`src/rtl/cpu_clk_ctrl.sv`:
```
// PHI2 clock generator for the 6502: divides clk_in by DIV and supports
// free-run, halt and single-step, with wait-state stretching of the high phase.
module cpu_clk_ctrl #(
  parameter int unsigned DIV          = 12,
  parameter bit          RUN_ON_RESET = 1'b1
) (
  input  logic       clk_in,
  input  logic       reset,
  input  logic       run,
  input  logic       step,
  input  logic       stretch_req,
  input  logic [3:0] wait_cycles,
  output logic       phi2,
  output logic       phi2_rise,
  output logic       phi2_fall,
  output logic       halted
);

  localparam int unsigned CW = $clog2(DIV);
  localparam logic [CW-1:0] PRE_RISE = CW'(DIV / 2 - 1);
  localparam logic [CW-1:0] LAST     = CW'(DIV - 1);

  typedef enum logic [1:0] {
    S_RUN,
    S_HALT,
    S_STEP
  } state_t;

  state_t        state_q, state_d;
  logic [CW-1:0] cnt_q, cnt_d;
  logic [3:0]    wcnt_q, wcnt_d;
  logic          phi2_q, phi2_d;
  logic          rise_q, rise_d;
  logic          fall_q, fall_d;
  logic          halted_q, halted_d;

  always_ff @(posedge clk_in) begin
    if (reset) begin
      state_q  <= RUN_ON_RESET ? S_RUN : S_HALT;
      cnt_q    <= '0;
      wcnt_q   <= '0;
      phi2_q   <= 1'b0;
      rise_q   <= 1'b0;
      fall_q   <= 1'b0;
      halted_q <= !RUN_ON_RESET;
    end else begin
      state_q  <= state_d;
      cnt_q    <= cnt_d;
      wcnt_q   <= wcnt_d;
      phi2_q   <= phi2_d;
      rise_q   <= rise_d;
      fall_q   <= fall_d;
      halted_q <= halted_d;
    end
  end

  always_comb begin
    state_d  = state_q;
    cnt_d    = cnt_q;
    wcnt_d   = wcnt_q;
    phi2_d   = phi2_q;
    rise_d   = 1'b0;
    fall_d   = 1'b0;
    halted_d = halted_q;

    case (state_q)
      S_RUN, S_STEP: begin
        // rise_q marks the first high cycle, the only one that samples stretch
        if (rise_q) begin
          wcnt_d = stretch_req ? wait_cycles : '0;
        end
        if (cnt_q == LAST) begin
          if (wcnt_q != '0) begin
            wcnt_d = wcnt_q - 4'd1;
          end else begin
            cnt_d  = '0;
            phi2_d = 1'b0;
            fall_d = 1'b1;
            if (run) begin
              state_d  = S_RUN;
              halted_d = 1'b0;
            end else begin
              state_d  = S_HALT;
              halted_d = 1'b1;
            end
          end
        end else begin
          cnt_d = cnt_q + 1'b1;
          if (cnt_q == PRE_RISE) begin
            phi2_d = 1'b1;
            rise_d = 1'b1;
          end
        end
      end
      default: begin
        cnt_d    = '0;
        wcnt_d   = '0;
        phi2_d   = 1'b0;
        halted_d = 1'b1;
        if (run) begin
          state_d  = S_RUN;
          halted_d = 1'b0;
        end else if (step) begin
          state_d  = S_STEP;
          halted_d = 1'b0;
        end
      end
    endcase
  end

  assign phi2      = phi2_q;
  assign phi2_rise = rise_q;
  assign phi2_fall = fall_q;
  assign halted    = halted_q;

endmodule

```
`config.mk`:
```
export PLATFORM = sky130hd
export DESIGN_NAME = cpu_clk_ctrl
export DESIGN_NICKNAME = d
export VERILOG_FILES = /design/src/rtl/cpu_clk_ctrl.sv
export SDC_FILE = /design/constraint.sdc
export NUM_CORES = 1
export LEC_CHECK = 0
export BUFFER_PORTS_ARGS = -buffer_cell sky130_fd_sc_hd__buf_2
export CAP_MARGIN = 5
export CORE_MARGIN = 4
export CORE_UTILIZATION = 41
export CTS_CLUSTER_SIZE = 12
export DETAILED_ROUTE_END_ITERATION = 6
export PLACE_DENSITY = 0.71
export SLEW_MARGIN = 20
export SYNTH_ARGS = -nofsm -noshare
export SYNTH_HDL_FRONTEND = slang
export SYNTH_SLANG_ARGS = --single-unit
```
`constraint.sdc`:
```
create_clock -name clk_in -period 1.4 [get_ports clk_in]
set_input_delay 0.21 -clock clk_in [delete_from_list [all_inputs] [get_ports clk_in]]
set_output_delay 0.21 -clock clk_in [all_outputs]
set_load 0.03 [all_outputs]
```
==> results_dict.tcl <==
set metrics [dict create \
    status "finished, violations left" \
    violations "negative setup slack" \
    postLayoutSetupSlackWorst_ns -0.106 \
    max_stage_delay_ns 0.41 \
    cts_sinks 13 \
    port_buffers 12 \
    fin_skew_ns 0.000496 \
    gp_congestion 0.858 \
    synth_edf_count 0 \
    p_leak_nw 0.397 \
    worst_pin_slew_ns 0.254 \
    cts_made_buffers 3 \
    clk_pin_slew_ns 0.07 \
    slew_violations 0 \
    whs_ns 0.119 \
    synth_area_um2 681 \
    netlist_instances 76 \
    dp_hpwl_mm 1.18 \
    die_w_um 48.7 \
    vias_per_cell 5.54 \
    p_per_area_nw_per_um2 709 \
    diodes 0 \
    io_pins 13 \
    grt_usage 0.136 \
    dp_slack_ns -0.0993 \
    cp_top_family "simple AND/OR/NAND/NOR gates" \
    hold_viol 0 \
    crit_required_ns 1.60 \
    root_buffer "clkbuf_4" \
    n_fill_cell 137 \
    period_share 1.08 \
    antenna_found_initial 0 \
    path_cells "inv_2 > ha_4 > or3b_4 > or4_1 > a31oi_1" \
    crit_fanout 3 \
    synth_top_family_by_area "simple AND/OR/NAND/NOR gates" \
    slowest_stage "or4_1" \
    max_freq_mhz 664 \
    yosys.area_share.simple 0.246 \
    period_needed_ns 1.51 \
    die_area_um2 2380 \
    insertion_delay_ns 0.27 \
    worst_setup_path_start_kind "flop" \
    wl_mm 1.64 \
    initial_core_util 0.442 \
    fp.coreArea_um2 1540 \
    syn_area_per_cell_um2 8.96 \
    vias 676 \
    worstSetupPathType "flop to flop" \
    drc_errors 0 \
    die_y_um 48.7 \
    htreeDepth 1 \
    fin_nets 119 \
    cts_tree "built" \
    syn-num-nets 88 \
    grt_max_degree 12 \
    cts_hold_buf 0 \
    slew-limit-headroom 0.830 \
    drtAntennaViolNets 0 \
    critPathArrivalTime_ns 1.71 \
    grt_remaining_overflow 0 \
    grt_pass1_wl_mm 2.64 \
    ys_types 33 \
    setup_viol 5 \
    power.total_w 0.000685 \
    rsz0062_at_grt "true" \
    cts_buffer_depth 2 \
    synthAdderAreaFrac 0.0551 \
    hp-class "input port to flop" \
    synth_compound_area_frac 0.222 \
    cp-end-kind "flop" \
    ys_warn_count 0 \
    drtIter0Drc 9 \
    ir_drop_mv 0.690 \
    final_util 0.627 \
    synth_mux_area_frac 0 \
    area_growth_pct 41.9 \
    async_flop_share 0 \
    ys_seq_area_frac 0.382 \
    ys_dominant_reg_cell "dfxtp_1" \
    avgRoutedWirePerCell_um 13.4 \
    rows 14 \
    first_pass_iters 4 \
    max-cap-violations 0 \
    drive_gt1_frac 0.500 \
    synth_xor_area_frac 0.0257 \
    synth_seq_cells 13 \
    cp.buffers_inverters 1 \
    grt_pass1_vias 624 \
]
==> cells in the mapped netlist, drive strengths merged (2+ instances only) <==
library cell / n / area [um^2]
dfxtp: 13 / 260
inv: 6 / 22.5
and3: 4 / 25.0
nand2: 4 / 15.0
nor3: 4 / 20.0
a211oi: 3 / 27.5
a21oi: 3 / 15.0
ha: 3 / 37.5
nand3: 3 / 15.0
a311oi: 2 / 17.5
a31oi: 2 / 12.5
buf: 2 / 16.3
clkbuf: 2 / 7.51
nand2b: 2 / 12.5
nor2: 2 / 7.51
nor2b: 2 / 12.5
nor3b: 2 / 15.0
o21ai: 2 / 10.0
or2: 2 / 12.5
xnor2: 2 / 17.5
==> area by class of cell <==
type	count	area [um^2]	area share
Multi-Input combinational cell	53	434	0.449
Sequential cell	13	264	0.273
Timing Repair Buffer	30	199	0.206
Clock buffer	4	26.3	0.0272
Inverter	6	22.5	0.0233
Tap cell	16	20.0	0.0207
==> kinds of logic after synthesis <==
logic type,after synthesis
flops,13
fa+ha+maj,3
compound gates,19
xor+xnor,2
simple gates,29
buf+inv,10
==> worst reg2reg max path, cell delays in order (launching register included) <==
cell and delay (ns):
dfxtp_2 0.33, inv_2 0.07, ha_4 0.12, or3b_4 0.39, or4_1 0.41, a31oi_1 0.13
==> worst paths after layout <==
path                                start      to  slack (ns)  cells after the start
worst max-delay path            wcnt_q[0]  halted       -0.11                      5
worst min-delay path                reset  halted        0.12                      2
worst max register to register  wcnt_q[0]  halted       -0.11                      5
worst min register to register       phi2    phi2        0.49                      2
==> layout by cell type (no fill, tap or decap), types with 3 or more instances in the layout <==
cell type | synthesis | layout
inv_1 | 6 | 4
nor3_1 | 4 | 4
buf_4 | 0 | 17
dfxtp_1 | 13 | 10
nand3_1 | 3 | 3
a21oi_1 | 3 | 3
and3_1 | 4 | 3
nand2_1 | 4 | 3
dfxtp_2 | 0 | 3
clkbuf_4 | 0 | 3
buf_2 | 1 | 12
==> layer usage <==
| layer | global-route usage | vias to the layer above | part of all wire |
|---|---|---|---|
| met2 | 0.211 | 19 | 0.47 |
| met1 | 0.180 | 318 | 0.46 |
| met4 | 0.0404 | 0 | 0.0085 |
| li1 | - | 337 | - |
| met3 | 0.0429 | 2 | 0.052 |
| met5 | 0 | - | 0 |
==> power breakdown <==
group          switching, W  leakage (nW)  total (W)  internal (W)
logic             0.0000353         0.275  0.0000723     0.0000370
clock network      0.000114        0.0150   0.000224      0.000110
registers        0.00000907         0.106   0.000389      0.000380
total              0.000158         0.397   0.000685      0.000527
==> through the flow <==
| step | instances | setup TNS (ns) | instance area [um^2] |
|---|---|---|---|
| finish | 122 | -0.387 | 966 |
| global route | 122 | -0.717 | 966 |
| CTS | 118 | -0.386 | 910 |
| detailed placement | 114 | -0.357 | 870 |
| global placement | 114 | -0.202 | 870 |
| floorplan | 76 | -0.0725 | 718 |
==> timing repair <==
item,CTS,global route
hold endpoints to repair,0,0
pin swaps,1,2
endpoints found under the setup margin,8,10
buffers inserted,0,5
resized for setup,5,6
==> state kept, by name, summed over array words and instances (netlist names) <==
signal,count
cnt_q,4
phi2_rise,1
wcnt_q,4
phi2_fall,1
halted,1
phi2,1
state_q,1
Note: power is estimated with default switching activity, not from simulation.
